File: src/rtl/adc_sampler_pkg.sv
// rtl/adc_sampler_pkg.sv - shared types and widths for the joystick ADC sampler
package adc_sampler_pkg;

  localparam int unsigned ADC_CH_W   = 5;
  localparam int unsigned ADC_DATA_W = 12;

  typedef enum logic [1:0] {
    IDLE,
    CMD,
    WAIT_RSP,
    PUBLISH
  } state_e;

  typedef enum logic {
    AXIS_X,
    AXIS_Y
  } axis_e;

endpackage

File: src/rtl/adc_joystick_sampler_if.sv
// rtl/adc_joystick_sampler_if.sv - ADC core command/response streams
interface adc_joystick_sampler_if;

  logic                                         command_valid;
  logic [adc_sampler_pkg::ADC_CH_W-1:0]         command_channel;
  logic                                         command_startofpacket;
  logic                                         command_endofpacket;
  logic                                         command_ready;

  logic                                         response_valid;
  logic [adc_sampler_pkg::ADC_CH_W-1:0]         response_channel;
  logic [adc_sampler_pkg::ADC_DATA_W-1:0]       response_data;
  logic                                         response_startofpacket;
  logic                                         response_endofpacket;

  // Sampler side: issues commands, consumes responses
  modport master (
    output command_valid, command_channel, command_startofpacket, command_endofpacket,
    input  command_ready,
    input  response_valid, response_channel, response_data,
    input  response_startofpacket, response_endofpacket
  );

  // ADC core side
  modport slave (
    input  command_valid, command_channel, command_startofpacket, command_endofpacket,
    output command_ready,
    output response_valid, response_channel, response_data,
    output response_startofpacket, response_endofpacket
  );

endinterface

File: src/rtl/adc_avg_accum.sv
// rtl/adc_avg_accum.sv - per-axis sample accumulator sized so it never overflows
module adc_avg_accum
  import adc_sampler_pkg::*;
#(
  parameter int unsigned AVG_LOG2 = 2
) (
  input  logic                           clk,
  input  logic                           rst_n,
  input  logic                           add,
  input  logic                           clear,
  input  logic [ADC_DATA_W-1:0]          data,
  output logic [ADC_DATA_W+AVG_LOG2-1:0] acc
);

  localparam int unsigned ACC_W = ADC_DATA_W + AVG_LOG2;

  logic [ACC_W-1:0] acc_q, acc_d;

  // Clear has priority over add; the two are never requested together
  always_comb begin
    acc_d = acc_q;
    if (clear) begin
      acc_d = '0;
    end else if (add) begin
      acc_d = acc_q + ACC_W'(data);
    end
  end

  // Accumulator register
  always_ff @(posedge clk or negedge rst_n) begin
    if (!rst_n) begin
      acc_q <= '0;
    end else begin
      acc_q <= acc_d;
    end
  end

  assign acc = acc_q;

endmodule

File: src/rtl/adc_joystick_sampler.sv
// rtl/adc_joystick_sampler.sv - alternating X/Y ADC sequencer with per-axis averaging
module adc_joystick_sampler
  import adc_sampler_pkg::*;
#(
  parameter int unsigned CH_X        = 1,
  parameter int unsigned CH_Y        = 2,
  parameter int unsigned AVG_LOG2    = 2,
  parameter int unsigned TIMEOUT_CYC = 1023
) (
  input  logic                   clock_clk,
  input  logic                   reset_sink_reset_n,
  input  logic                   enable,
  input  logic                   clear_err,
  adc_joystick_sampler_if.master adc,
  output logic [ADC_DATA_W-1:0]  x_value,
  output logic [ADC_DATA_W-1:0]  y_value,
  output logic                   sample_strobe,
  output logic                   err_mismatch,
  output logic                   err_timeout
);

  localparam int unsigned ACC_W  = ADC_DATA_W + AVG_LOG2;
  localparam int unsigned PAIR_W = AVG_LOG2 + 1;
  localparam int unsigned TMO_W  = (TIMEOUT_CYC < 2) ? 1 : $clog2(TIMEOUT_CYC);
  localparam logic [ADC_CH_W-1:0] CH_X_L   = ADC_CH_W'(CH_X);
  localparam logic [ADC_CH_W-1:0] CH_Y_L   = ADC_CH_W'(CH_Y);
  localparam logic [PAIR_W-1:0]   PAIRS    = PAIR_W'(1 << AVG_LOG2);
  localparam logic [TMO_W-1:0]    TMO_LAST = TMO_W'(TIMEOUT_CYC - 1);

  state_e                  state_q, state_d;
  axis_e                   axis_q, axis_d;
  logic [PAIR_W-1:0]       pair_q, pair_d, pair_inc;
  logic [TMO_W-1:0]        tmo_q, tmo_d;
  logic [ADC_DATA_W-1:0]   x_hold_q, x_hold_d, y_hold_q, y_hold_d;
  logic                    err_mm_q, err_mm_d, err_to_q, err_to_d;
  logic                    add_x, add_y, clear_acc, set_mismatch, set_timeout;
  logic [ADC_CH_W-1:0]     exp_ch;
  logic                    rsp_match;
  logic [ACC_W-1:0]        acc_x, acc_y;
  logic [ADC_DATA_W-1:0]   x_mean, y_mean;
  logic                    unused_rsp_framing;

  adc_avg_accum #(.AVG_LOG2(AVG_LOG2)) u_acc_x (
    .clk(clock_clk), .rst_n(reset_sink_reset_n),
    .add(add_x), .clear(clear_acc), .data(adc.response_data), .acc(acc_x)
  );

  adc_avg_accum #(.AVG_LOG2(AVG_LOG2)) u_acc_y (
    .clk(clock_clk), .rst_n(reset_sink_reset_n),
    .add(add_y), .clear(clear_acc), .data(adc.response_data), .acc(acc_y)
  );

  assign exp_ch    = (axis_q == AXIS_X) ? CH_X_L : CH_Y_L;
  assign rsp_match = adc.response_valid && (adc.response_channel == exp_ch);
  assign pair_inc  = pair_q + PAIR_W'(1);
  assign x_mean    = ADC_DATA_W'(acc_x >> AVG_LOG2);
  assign y_mean    = ADC_DATA_W'(acc_y >> AVG_LOG2);

  // Next-state, datapath control and sticky error flags
  always_comb begin
    state_d      = state_q;
    axis_d       = axis_q;
    pair_d       = pair_q;
    tmo_d        = tmo_q;
    add_x        = 1'b0;
    add_y        = 1'b0;
    clear_acc    = 1'b0;
    set_mismatch = 1'b0;
    set_timeout  = 1'b0;
    case (state_q)
      IDLE: begin
        clear_acc = 1'b1;
        pair_d    = '0;
        axis_d    = AXIS_X;
        if (enable) state_d = CMD;
      end
      CMD: begin
        // An accepted command always completes, even if enable just dropped
        if (adc.command_ready) begin
          state_d = WAIT_RSP;
          tmo_d   = '0;
        end else if (!enable) begin
          state_d = IDLE;
        end
      end
      WAIT_RSP: begin
        tmo_d = tmo_q + TMO_W'(1);
        if (rsp_match) begin
          if (axis_q == AXIS_X) begin
            add_x   = 1'b1;
            axis_d  = AXIS_Y;
            state_d = enable ? CMD : IDLE;
          end else begin
            add_y  = 1'b1;
            pair_d = pair_inc;
            if (pair_inc == PAIRS) begin
              state_d = enable ? PUBLISH : IDLE;
            end else begin
              axis_d  = AXIS_X;
              state_d = enable ? CMD : IDLE;
            end
          end
        end else begin
          set_mismatch = adc.response_valid;
          // Retry the same axis; nothing was accumulated for it
          if (tmo_q == TMO_LAST) begin
            set_timeout = 1'b1;
            state_d     = enable ? CMD : IDLE;
          end
        end
      end
      PUBLISH: begin
        clear_acc = 1'b1;
        pair_d    = '0;
        axis_d    = AXIS_X;
        state_d   = enable ? CMD : IDLE;
      end
      default: state_d = IDLE;
    endcase

    x_hold_d = (state_q == PUBLISH) ? x_mean : x_hold_q;
    y_hold_d = (state_q == PUBLISH) ? y_mean : y_hold_q;
    err_mm_d = set_mismatch ? 1'b1 : (clear_err ? 1'b0 : err_mm_q);
    err_to_d = set_timeout  ? 1'b1 : (clear_err ? 1'b0 : err_to_q);
  end

  // State and holding registers
  always_ff @(posedge clock_clk or negedge reset_sink_reset_n) begin
    if (!reset_sink_reset_n) begin
      state_q  <= IDLE;
      axis_q   <= AXIS_X;
      pair_q   <= '0;
      tmo_q    <= '0;
      x_hold_q <= '0;
      y_hold_q <= '0;
      err_mm_q <= 1'b0;
      err_to_q <= 1'b0;
    end else begin
      state_q  <= state_d;
      axis_q   <= axis_d;
      pair_q   <= pair_d;
      tmo_q    <= tmo_d;
      x_hold_q <= x_hold_d;
      y_hold_q <= y_hold_d;
      err_mm_q <= err_mm_d;
      err_to_q <= err_to_d;
    end
  end

  // The fresh mean is visible in the same cycle as the strobe
  assign x_value       = (state_q == PUBLISH) ? x_mean : x_hold_q;
  assign y_value       = (state_q == PUBLISH) ? y_mean : y_hold_q;
  assign sample_strobe = (state_q == PUBLISH);
  assign err_mismatch  = err_mm_q;
  assign err_timeout   = err_to_q;

  assign adc.command_valid         = (state_q == CMD);
  assign adc.command_channel       = (state_q == CMD) ? exp_ch : '0;
  assign adc.command_startofpacket = adc.command_valid;
  assign adc.command_endofpacket   = adc.command_valid;

  // Responses are single-beat, so packet framing carries no information
  assign unused_rsp_framing = adc.response_startofpacket ^ adc.response_endofpacket;

endmodule

File: src/flat_wrapper.sv
// flat-port wrapper written by rule: the top's interface ports become plain ports
module adc_joystick_sampler_flat import adc_sampler_pkg::*;
#(
  parameter int unsigned CH_X        = 1,
  parameter int unsigned CH_Y        = 2,
  parameter int unsigned AVG_LOG2    = 2,
  parameter int unsigned TIMEOUT_CYC = 1023
)
  (clock_clk, reset_sink_reset_n, enable, clear_err, x_value, y_value, sample_strobe, err_mismatch, err_timeout, adc_command_valid, adc_command_channel, adc_command_startofpacket, adc_command_endofpacket, adc_command_ready, adc_response_valid, adc_response_channel, adc_response_data, adc_response_startofpacket, adc_response_endofpacket);
  adc_joystick_sampler_if adc_i ();
  input  logic clock_clk;
  input  logic reset_sink_reset_n;
  input  logic enable;
  input  logic clear_err;
  output logic [ADC_DATA_W-1:0] x_value;
  output logic [ADC_DATA_W-1:0] y_value;
  output logic sample_strobe;
  output logic err_mismatch;
  output logic err_timeout;
  output wire logic [$bits(adc_i.command_valid)-1:0] adc_command_valid;
  output wire logic [$bits(adc_i.command_channel)-1:0] adc_command_channel;
  output wire logic [$bits(adc_i.command_startofpacket)-1:0] adc_command_startofpacket;
  output wire logic [$bits(adc_i.command_endofpacket)-1:0] adc_command_endofpacket;
  input wire logic [$bits(adc_i.command_ready)-1:0] adc_command_ready;
  input wire logic [$bits(adc_i.response_valid)-1:0] adc_response_valid;
  input wire logic [$bits(adc_i.response_channel)-1:0] adc_response_channel;
  input wire logic [$bits(adc_i.response_data)-1:0] adc_response_data;
  input wire logic [$bits(adc_i.response_startofpacket)-1:0] adc_response_startofpacket;
  input wire logic [$bits(adc_i.response_endofpacket)-1:0] adc_response_endofpacket;
  assign adc_command_valid = adc_i.command_valid;
  assign adc_command_channel = adc_i.command_channel;
  assign adc_command_startofpacket = adc_i.command_startofpacket;
  assign adc_command_endofpacket = adc_i.command_endofpacket;
  assign adc_i.command_ready = adc_command_ready;
  assign adc_i.response_valid = adc_response_valid;
  assign adc_i.response_channel = adc_response_channel;
  assign adc_i.response_data = adc_response_data;
  assign adc_i.response_startofpacket = adc_response_startofpacket;
  assign adc_i.response_endofpacket = adc_response_endofpacket;
  adc_joystick_sampler #(.CH_X(CH_X), .CH_Y(CH_Y), .AVG_LOG2(AVG_LOG2), .TIMEOUT_CYC(TIMEOUT_CYC)) u_core (.clock_clk(clock_clk), .reset_sink_reset_n(reset_sink_reset_n), .enable(enable), .clear_err(clear_err), .adc(adc_i), .x_value(x_value), .y_value(y_value), .sample_strobe(sample_strobe), .err_mismatch(err_mismatch), .err_timeout(err_timeout));
endmodule
File: config.mk
export PLATFORM = sky130hd
export DESIGN_NAME = adc_joystick_sampler_flat
export DESIGN_NICKNAME = d
export VERILOG_FILES = /design/src/rtl/adc_sampler_pkg.sv /design/src/rtl/adc_joystick_sampler_if.sv /design/src/rtl/adc_avg_accum.sv /design/src/rtl/adc_joystick_sampler.sv /design/src/flat_wrapper.sv
export SDC_FILE = /design/constraint.sdc
export NUM_CORES = 1
export LEC_CHECK = 0
export BUFFER_PORTS_ARGS = -buffer_cell sky130_fd_sc_hd__buf_2
export CAP_MARGIN = 5
export CORE_UTILIZATION = 58
export CTS_CLUSTER_SIZE = 40
export DETAILED_ROUTE_END_ITERATION = 12
export PLACE_DENSITY = 0.8
export SLEW_MARGIN = 0
export SYNTH_ARGS = -nofsm -noshare
export SYNTH_HDL_FRONTEND = slang
export SYNTH_SLANG_ARGS = --single-unit
File: constraint.sdc
create_clock -name clock_clk -period 2.5 [get_ports clock_clk]
set_clock_uncertainty 0.2 [all_clocks]
set_input_delay 0.375 -clock clock_clk [delete_from_list [all_inputs] [get_ports clock_clk]]
set_output_delay 0.375 -clock clock_clk [all_outputs]
set_load 0.01 [all_outputs]
---- Word level (Yosys, flattened, before mapping) ----
Index checks and enable logic that the tools add are counted.
Widths: inputs -> output; s select.
storage, ports and cells
  register bits ........................... 70
  input port bits ......................... 25
  logic and storage cells ................. 81
cells by class
  add/sub/neg operators ................... 4
  equal/unequal tests ..................... 12
  mux-type cells .......................... 42
  reductions and logical operators ........ 13
operator list
  kind                   number
  $mux 14                4
  $add 14x12->14         2
  $mux 12                2
  $pmux 10 s2            1
  $mux 1                 19
  $mux 2                 9
  $reduce_bool 2->1      6
  $add 10x1->10 const B  1
  $eq 10x10->1 const B   1
  $mux 10                1
  $pmux 2 s4             1
  $mux 3                 2
  $ne 2x1->1 const B     3
  $pmux 3 s2             1
  $reduce_and 3->1       2
  $eq 5x5->1             1
  $mux 5                 1
  $eq 2x2->1 const B     2
  $reduce_and 2->1       2
  $add 3x1->3 const B    1
  $eq 3x3->1 const B     1
  $ne 3x1->1 const B     1
  $ne 3x2->1 const B     1
  $eq 2x1->1 const B     1
  5 further kinds        5

---- Logic depth before layout (Yosys ltp) ----
Gate-level depths: netlist of the first run.
  word-level depth ........................ 7
  gate-level depth with buffers ........... 8
  gate-level depth less buffers ........... 8

---- Hierarchy ----
From an unflattened synthesis of the first run, not the netlist that was laid out.
second synthesis, totals
  cell total of the unflattened synthesis .. 453
  area total of the unflattened synthesis .. 4,421.7 µm²
by module, submodules not included
  module                          instances  cells an instance  area an instance (µm²)
  adc_joystick_sampler            1          178                2,072.0
  adc_avg_accum (u_core.u_acc_y)  1          137                1,176.1
  adc_avg_accum (u_core.u_acc_x)  1          138                1,173.6

---- Least setup slack after synthesis of the first run ----
OpenSTA, ideal clock, no wires.
  path type ............................... register to register
  from .................................... register u_core.state_q[0]
  to ...................................... register u_core.u_acc_x.acc_q[8], in the netlist u_core.u_acc_x.acc[8]
  arrival time ............................ 1.924 ns
  path slack .............................. 0.295 ns
  cell stages (with the launch flop) ...... 8
  cells stage by stage .................... dfrtp_1 -> inv_1 -> ha_1 -> nand2_1 -> or4_1 -> buf_2 -> or3_1 -> o211ai_2
on the way
  word-level cells in the longest chain between the ends .. 4
  elaborated cells on any way between the ends .. 8
  classes of those cells .................. eq/ne (2); mux (3); reduce/logical (3)
RTL lines
  item                                                  line                         RTL
  from (decl)                                           adc_joystick_sampler.sv:30   state_e state_q, state_d;
  from (signal assigned)                                adc_joystick_sampler.sv:139  state_q <= state_d;
  $eq 2x2->1 / $logic_not 2->1 (equally long branches)  adc_joystick_sampler.sv:70   case (state_q)
  $reduce_or 2->1 (no source line)                      --
  $mux 1                                                adc_joystick_sampler.sv:70
  $mux 14 / $reduce_bool 2->1 (equally long branches)   --
  to (signal assigned)                                  adc_avg_accum.sv:32          acc_q <= '0;
  to (signal assigned)                                  adc_avg_accum.sv:34          acc_q <= acc_d;
  to (decl)                                             adc_avg_accum.sv:17          logic [ACC_W-1:0] acc_q, acc_d;
Parallel ways exist; a longest one is shown, timed or not.
A chain may end at the register's enable or synchronous reset.

---- Worst setup path after layout of the first run ----
  from .................................... register u_core.state_q[0]
  to ...................................... register u_core.u_acc_x.acc_q[10], in the netlist u_core.u_acc_x.acc[10]
The elaborated chain is that of the path after synthesis.

==> results of run 1 <==
[cell usage after synthesis, types with 5 or more instances]
cell type,count,area (sq um)
sky130_fd_sc_hd__nand2_1,44,165.2
sky130_fd_sc_hd__clkbuf_1,16,60.06
sky130_fd_sc_hd__a21oi_1,37,185.2
sky130_fd_sc_hd__nor2b_1,7,43.79
sky130_fd_sc_hd__nand3b_1,7,52.55
sky130_fd_sc_hd__o21ai_0,22,110.1
sky130_fd_sc_hd__nand4_1,8,50.05
sky130_fd_sc_hd__or3_1,8,50.05
sky130_fd_sc_hd__buf_4,5,37.54
sky130_fd_sc_hd__mux2_2,25,281.5
sky130_fd_sc_hd__a211oi_1,7,52.55
sky130_fd_sc_hd__a21o_1,7,52.55
sky130_fd_sc_hd__ha_1,32,400.4
sky130_fd_sc_hd__nor2_1,21,78.83
sky130_fd_sc_hd__nand3_1,24,120.1
sky130_fd_sc_hd__inv_1,16,60.06
sky130_fd_sc_hd__and3_1,8,50.05
sky130_fd_sc_hd__xnor2_1,7,61.31
sky130_fd_sc_hd__nor3_1,17,85.08
sky130_fd_sc_hd__dfrtp_1,70,1752
[power by group]
| part | total (W) | switching, W | internal [W] | leakage [nW] |
|---|---|---|---|---|
| Combinational | 0.00114 | 0.000691 | 0.000449 | 1.40 |
| Sequential | 0.00128 | 0.0000685 | 0.00121 | 0.964 |
| Clock | 0.000886 | 0.000411 | 0.000475 | 0.102 |
[path summary, 6_finish.rpt]
path,from,endpoint,depth (start not counted)
worst max-delay path,u_core.state_q[0],u_core.u_acc_x.acc[10],8
worst min-delay path,clear_err,u_core.err_mismatch,3
worst max register to register,u_core.state_q[0],u_core.u_acc_x.acc[10],8
worst min register to register,u_core.err_mismatch,u_core.err_mismatch,1
max in group asynchronous,reset_sink_reset_n,u_core.u_acc_y.acc[0],3
min in group asynchronous,reset_sink_reset_n,u_core.pair_q[2],2
[sequential cells by signal, indices dropped and copies added, names as in the netlist]
register	flops
u_core.axis_q	1
u_core.err_mismatch	1
u_core.err_timeout	1
u_core.pair_q	3
u_core.state_q	2
u_core.tmo_q	10
u_core.u_acc_x.acc	14
u_core.u_acc_y.acc	14
u_core.x_hold_q	12
u_core.y_hold_q	12
[worst min-delay path: cells and delay by family]
family	cells	cell delay, ns
buf+inv	2	0.12
compound gates	1	0.12
[routing by layer]
layer / vias up / track usage, %
li1: 1850 / -
met1: 1862 / 33.53
met2: 139 / 46.36
met3: 18 / 5.263
met4: 0 / 11.26
met5: - / 0
[cell families after synthesis]
group / synth area share [%]
xor+xnor: 1.987
simple gates: 19.18
compound gates: 17.88
fa+ha+maj: 9.989
buf+inv: 3.859
other cells: 0.08505
mux: 7.293
flops: 39.73
[through the flow]
stage | cell area [sq um] | utilization [%] | total power [W] | hold slack (ns)
after floorplan | 4417 | - | 0.002022 | -0.1206
after global placement | 4880 | 66.92 | 0.002363 | -0.003136
after detailed placement | 4880 | 66.92 | 0.002411 | -0.005763
after CTS | 5077 | 69.63 | 0.003301 | 0.1011
after global routing | 5089 | 69.78 | 0.003495 | 0.1083
final | 5089 | 69.78 | 0.003302 | 0.1101
[placed cells by master (no fill, tap or decap), types with 4 or more instances in the layout]
cell	synthesis	layout
sky130_fd_sc_hd__nor2_1	21	21
sky130_fd_sc_hd__o21a_1	4	4
sky130_fd_sc_hd__buf_4	5	18
sky130_fd_sc_hd__xnor2_1	7	7
sky130_fd_sc_hd__clkinv_2	0	4
sky130_fd_sc_hd__and2_1	4	4
sky130_fd_sc_hd__a211oi_1	7	7
sky130_fd_sc_hd__nand4_1	8	8
sky130_fd_sc_hd__mux2_2	25	25
sky130_fd_sc_hd__mux2i_1	4	4
sky130_fd_sc_hd__and3_1	8	8
sky130_fd_sc_hd__ha_1	32	32
sky130_fd_sc_hd__o211ai_1	4	4
sky130_fd_sc_hd__dfrtp_1	70	70
sky130_fd_sc_hd__inv_1	16	15
sky130_fd_sc_hd__nor2b_1	7	7
sky130_fd_sc_hd__nand3_1	24	24
sky130_fd_sc_hd__o21ai_0	22	22
sky130_fd_sc_hd__buf_2	1	54
sky130_fd_sc_hd__clkbuf_8	0	10
sky130_fd_sc_hd__nand3b_1	7	7
sky130_fd_sc_hd__nand2_1	44	43
sky130_fd_sc_hd__a21oi_1	37	37
sky130_fd_sc_hd__nor3_1	17	17
sky130_fd_sc_hd__or3_1	8	7
sky130_fd_sc_hd__a21o_1	7	7
[repair_timing]
| item | CTS | global route |
|---|---|---|
| buffers inserted | 0 | 0 |
| endpoints found under the hold margin | 70 | 0 |
| resized for setup | 0 | 4 |
| setup endpoints to repair | 0 | 8 |
| hold buffers | 1 | 0 |
[layout make-up]
class / instances / share of cell area [%]
repair buffers: 75 / 8.950
multi-input cells: 356 / 49.25
clock buffers: 10 / 2.705
well taps: 99 / 2.434
inverters: 17 / 1.254
clock inverters: 5 / 0.9835
flip-flops and latches: 70 / 34.42
==> summary.md, run 1 <==
| Metric | Value |
|---|---|
| Multi-input gate area | `0.002506 sq mm` |
| Class of the tightest hold or removal check | `input port to flip-flop` |
| Maximum capacitance violations | `0` |
| Die Ht | `slightly below 90 um` |
| Most common flop cell mapped by yosys | `sky130_fd_sc_hd__dfrtp_1` |
| Summed instance area of the synthesized netlist | `~0.0044 sq mm` |
| Category of the critical setup timing path | `flip-flop to flip-flop` |
| Final Hold Viols | `0` |
| Overall routed net length | `9939 um` |
| Share of cells above drive strength 1 | `a little under a quarter` |
| Wire length on met3 | `approximately 520 um` |
| Synth cell types | `63` |
| Initial DRC Count | `around 270` |
| Leak pwr | `2.463 nW` |
| Setup TNS Final | `0 ns` |
| CTS H-tree lvls | `3` |
| Number of antenna violations at the first check in global routing | `0` |
| Final Critical Period | `about 2.3 ns` |
| CP top delay family | `simple AND/OR/NAND/NOR gates` |
| Top sig layer | `met4` |
| Number of buffers added on ports | `54` |
| Detailed Place HPWL | `~7300 um` |
| Antenna violation net count after detailed routing | `0` |
| Worst setup SP type | `flip-flop` |
| Arrival time of data at the critical path endpoint | `~2.4 ns` |
| Global route total overflow | `0` |
| Detail Route met2 WL | `roughly 4900 um` |
| Layout filler cell count | `approximately 600` |
| Antenna fix cells | `0` |
| Boundary Pins | `60` |
| Area of the die | `~0.0080 sq mm` |
| Core region area | `about 0.0073 sq mm` |
| CTS sink count | `70` |
| Peak supply drop | `0.3746 mV` |
| FMAX | `~0.43 GHz` |
| Clock buffer count from CTS | `9` |
| Final period util | `~93%` |
| Max Buffers Root-to-Sink | `2` |
| Post-synthesis instance total | `roughly 460` |
| Crit path setup slack, layout | `between 0.15 and 0.2 ns` |
| Standard-cell row count | `31` |
| Worst reg2reg setup slack | `~0.17 ns` |
| Width of the die | `around 89 um` |
| Sum of routed wire segments on met1 | `approximately 4400 um` |
| Critical path, cell by cell | `inv_2, ha_1, nand2_2, or4_4, buf_4, nor3_1, o21ai_0, o311ai_1` |
| Max-slew violation total from the final report | `0` |
| Mean routed wirelength per cell | `between 15 and 20 um` |
| Power per Cell Area | `~650 mW/mm^2` |
| Drt pass-1 iters | `4` |
| Number of nets in the layout | `around 590` |
| Yosys Warn Count | `0` |
| Clock Tree Root | `sky130_fd_sc_hd__clkbuf_8` |
| Final-report setup violation count | `0` |
| Clock transition at the register clock pins on the worst setup and hold paths after CTS | `0.07 ns` |
| Worst Path Buf+Inv | `2` |
| Delay of the slowest critical-path stage | `0.57 ns` |
| TritonCTS clock tree | `done` |
| Global-route wire length before repair | `16300 um` |
| Global routing usage summed across all routing layers | `a little over a quarter` |
| Clock insertion delay at the later pin of the skew report | `about 0.35 ns` |
| Number of synthesized flops with an enable pin | `0` |
| RSZ-0062 raised after global routing | `no` |
| Worst Path Required | `2.52 ns` |
| Area growth syn-to-layout | `15.41%` |
| Worst path slowest cell | `sky130_fd_sc_hd__or4_4` |
| Post-placement worst setup slack | `between 0.06 and 0.07 ns` |
| FF/Latch Area | `approximately 0.0018 sq mm` |
| Total number of vias | `about 3900` |
| Share of flip-flops with an asynchronous set or reset after synthesis | `between 90% and 100%` |
| DRC | `0` |
| Type of destination of the critical path | `flip-flop` |
| Syn avg cell area | `9.503 sq um` |
| Number of global-route vias before repair | `roughly 3600` |
| Vias per Instance | `just over 6` |
| Post-synthesis register bit count | `70` |
| Number of placed cells counting well taps | `616` |
| Filler-free cell count of the finished design | `roughly 630` |
| Initial core utilization | `60.47%` |
| Sequential area share after synthesis | `39.73%` |
| Maximum fanout along the worst path | `15` |
| Result of the run | `complete, no violations` |
| Largest net degree at the start of global routing | `45` |
| Final weighted congestion in routability-driven placement | `a little over 0.9` |
(Power assumes the default switching activity.)
==> inputs of run 2 (changes only) <==
--- a/config.mk
+++ b/config.mk
@@ -11,6 +11,7 @@
 export CTS_CLUSTER_SIZE = 40
 export DETAILED_ROUTE_END_ITERATION = 12
 export PLACE_DENSITY = 0.8
+export RECOVER_POWER = 100
 export SLEW_MARGIN = 0
 export SYNTH_ARGS = -nofsm -noshare
 export SYNTH_HDL_FRONTEND = slang
==> run 2 against run 1 <==
Die area unchanged. Sequential power is essentially flat. Fmax shrank 0.39%. Non-clock buffer count did not move. Final area shrank 1.9%. Combinational power decreased by 4%. Count of clock-buffer cells in the layout stayed put. Register-to-register slack hardly changed. First-iteration DRC count is 8.6% higher. Highest routed layer unchanged.
==> summary.md, run 2 (synthesized netlist as in run 1, its figures left out) <==
| Metric | Value |
|---|---|
| Post-route standard cell area excluding fillers | `0.004994 sq mm (-1.9%)` |
| Most frequent standard cell in the layout excluding fill and tap cells | `sky130_fd_sc_hd__dfrtp_1` |
| Number of placed cells counting well taps | `616 (unchanged)` |
| TritonCTS clock tree | `done` |
| Power per Cell Area | `654.0 mW/mm^2 (+0.77%)` |
| Maximum fanout along the worst path | `25 (+10)` |
| Final Critical Period | `2.338 ns (+0.009206 ns)` |
| Antenna fix cells | `0 (unchanged)` |
| Drt pass-1 iters | `5 (+1)` |
| Number of antenna violations at the first check in global routing | `0 (unchanged)` |
| Overall routed net length | `9997 um (+0.58%)` |
| Crit path setup slack, layout | `0.1619 ns (-0.009206 ns)` |
| Result of the run | `complete, no violations` |
| Final Hold Viols | `0 (unchanged)` |
| Boundary Pins | `60 (unchanged)` |
| Worst reg2reg setup slack | `0.17 ns (about the same)` |
| Area growth syn-to-layout | `13.25%` |
| Standard-cell row count | `31 (unchanged)` |
| Max-slew violation total from the final report | `0 (unchanged)` |
| Worst Path Required | `1.92 ns (-0.60 ns)` |
| Clock Tree Root | `sky130_fd_sc_hd__clkbuf_8` |
| Layout filler cell count | `626 (+4.9%)` |
| Worst Tran Pin Value | `1.287 ns` |
| Worst path slowest cell | `sky130_fd_sc_hd__dfrtp_1` |
| Initial DRC Count | `289 (+8.6%)` |
| Relative slew slack | `roughly 14%` |
| Die Ht | `89.19 um (unchanged)` |
| Number of buffers added on ports | `54 (unchanged)` |
| Clock buffer count from CTS | `9 (unchanged)` |
| Final-report setup violation count | `0 (unchanged)` |
| Antenna violation net count after detailed routing | `0 (unchanged)` |
| Peak supply drop | `0.3744 mV (about the same)` |
| Initial core utilization | `60.47% (unchanged)` |
| Mean routed wirelength per cell | `15.82 um (+0.58%)` |
| DRC | `0 (unchanged)` |
| Final standard cell utilization of the core | `68.48% (-1.3 points)` |
| Maximum capacitance violations | `0 (unchanged)` |
| Leak pwr | `2.303 nW (-6.5%)` |
| Placement-stage cell area | `0.004880 sq mm (unchanged)` |
| Delay of the slowest critical-path stage | `0.43 ns (-0.14 ns)` |
| Total number of vias | `3848 (-0.54%)` |
| Global routing usage summed across all routing layers | `27.06% (unchanged)` |
| Detail Route met2 WL | `4801 um (-1.3%)` |
| Top sig layer | `met4` |
| Global-route wire length before repair | `16300 um (unchanged)` |
| Arrival time of data at the critical path endpoint | `1.76 ns (-0.59 ns)` |
| RSZ-0062 raised after global routing | `no` |
| Number of nets in the layout | `588 (unchanged)` |
| Critical path, cell by cell | `ha_1, buf_12, mux2_1, clkbuf_1` |
| Worst setup SP type | `flip-flop` |
| Commonest cells after routing, fill and taps aside | `sky130_fd_sc_hd__dfrtp_1 (70), sky130_fd_sc_hd__nand2_1 (43), sky130_fd_sc_hd__a21oi_1 (38)` |
| Type of destination of the critical path | `output pin` |
| CTS H-tree lvls | `3 (unchanged)` |
| Wire length on met3 | `562 um (+7.9%)` |
| Post-placement worst setup slack | `0.06883 ns (unchanged)` |
| Largest net degree at the start of global routing | `45 (unchanged)` |
| Vias per Instance | `6.089 (-0.54%)` |
| Detailed Place HPWL | `7276 um (unchanged)` |
| Post-CTS setup repair buffer count | `0 (unchanged)` |
| Number of global-route vias before repair | `3620 (unchanged)` |
| Clock transition at the register clock pins on the worst setup and hold paths after CTS | `0.07 ns (about the same)` |
| Setup TNS Final | `0 ns (unchanged)` |
| Share of cells above drive strength 1 | `14.63% (-8.6 points)` |
| Final period util | `93.52% (+0.37 points)` |
| Final weighted congestion in routability-driven placement | `0.9249 (unchanged)` |
| Filler-free cell count of the finished design | `632 (unchanged)` |
| Core region area | `0.007292 sq mm (unchanged)` |
| Global route total overflow | `0 (unchanged)` |
| FMAX | `0.4277 GHz (-0.39%)` |
| Area of the die | `0.007955 sq mm (unchanged)` |
| Clock insertion delay at the later pin of the skew report | `0.35 ns (about the same)` |
| Sum of routed wire segments on met1 | `4357 um (about the same)` |
| CTS sink count | `70 (unchanged)` |
| Category of the critical setup timing path | `flip-flop to output pin` |
| Max Buffers Root-to-Sink | `2 (unchanged)` |
| Class of the tightest hold or removal check | `input port to flip-flop` |
| Width of the die | `89.19 um (unchanged)` |
-- run 2: cell types whose count changed in the layout (fill, tap and decap cells not counted), sizes merged --
cell	previous run	this run
buf	74	33
clkbuf	10	51
-- run 2: worst paths after layout --
| kind | startpoint | end | cells after the start |
|---|---|---|---|
| worst max-delay path | u_core.state_q[1] | y_value[9] | 4 |
| worst min-delay path | clear_err | u_core.err_mismatch | 3 |
| worst max register to register | u_core.u_acc_y.acc[0] | u_core.u_acc_y.acc[12] | 8 |
| worst min register to register | u_core.x_hold_q[3] | u_core.x_hold_q[3] | 1 |
| max in group asynchronous | reset_sink_reset_n | u_core.u_acc_y.acc[0] | 3 |
| min in group asynchronous | reset_sink_reset_n | u_core.pair_q[2] | 2 |
-- run 2: layout make-up --
type	instances	area, sq um	share of cell area [%]
multi-input combinational	356	2490	49.86
sequential	70	1752	35.08
timing repair buffer	75	376.6	7.542
clock buffer	10	137.6	2.756
tap	99	123.9	2.481
inverter	17	63.81	1.278
clock inverter	5	50.05	1.002
-- run 2: power breakdown --
group	internal [W]	switching, W	total, W
combinational	0.000416	0.000684	0.00110
sequential	0.00121	0.0000686	0.00128
clock	0.000475	0.000413	0.000889
total	0.00210	0.00117	0.00327
-- run 2: critical path, delay by kind of cell (launching register included) --
family / cells / cell delay (ns)
adders and majority gates: 1 / 0.23
DFF: 1 / 0.43
muxes: 1 / 0.40
buffers and inverters: 2 / 0.36
-- run 2: through the flow --
| step | hold WS (ns) | total power, W |
|---|---|---|
| 2_1_floorplan | -0.1206 | 0.002022 |
| 3_3_place_gp | -0.003136 | 0.002363 |
| 3_5_place_dp | -0.005763 | 0.002411 |
| 4_1_cts | 0.1011 | 0.003301 |
| 5_1_grt | 0.1087 | 0.003460 |
| 6_report | 0.1087 | 0.003266 |
-- run 2: repair_timing --
action	CTS	global route
resized for setup	0	4
hold endpoints to repair	70	0
setup endpoints to repair	0	8
hold buffers	1	0
-- run 2: metal layers --
metal	global-route usage, %	up-vias
li1	-	1848
met1	33.53	1840
met2	46.36	132
met3	5.263	28
met4	11.26	0
met5	0	-
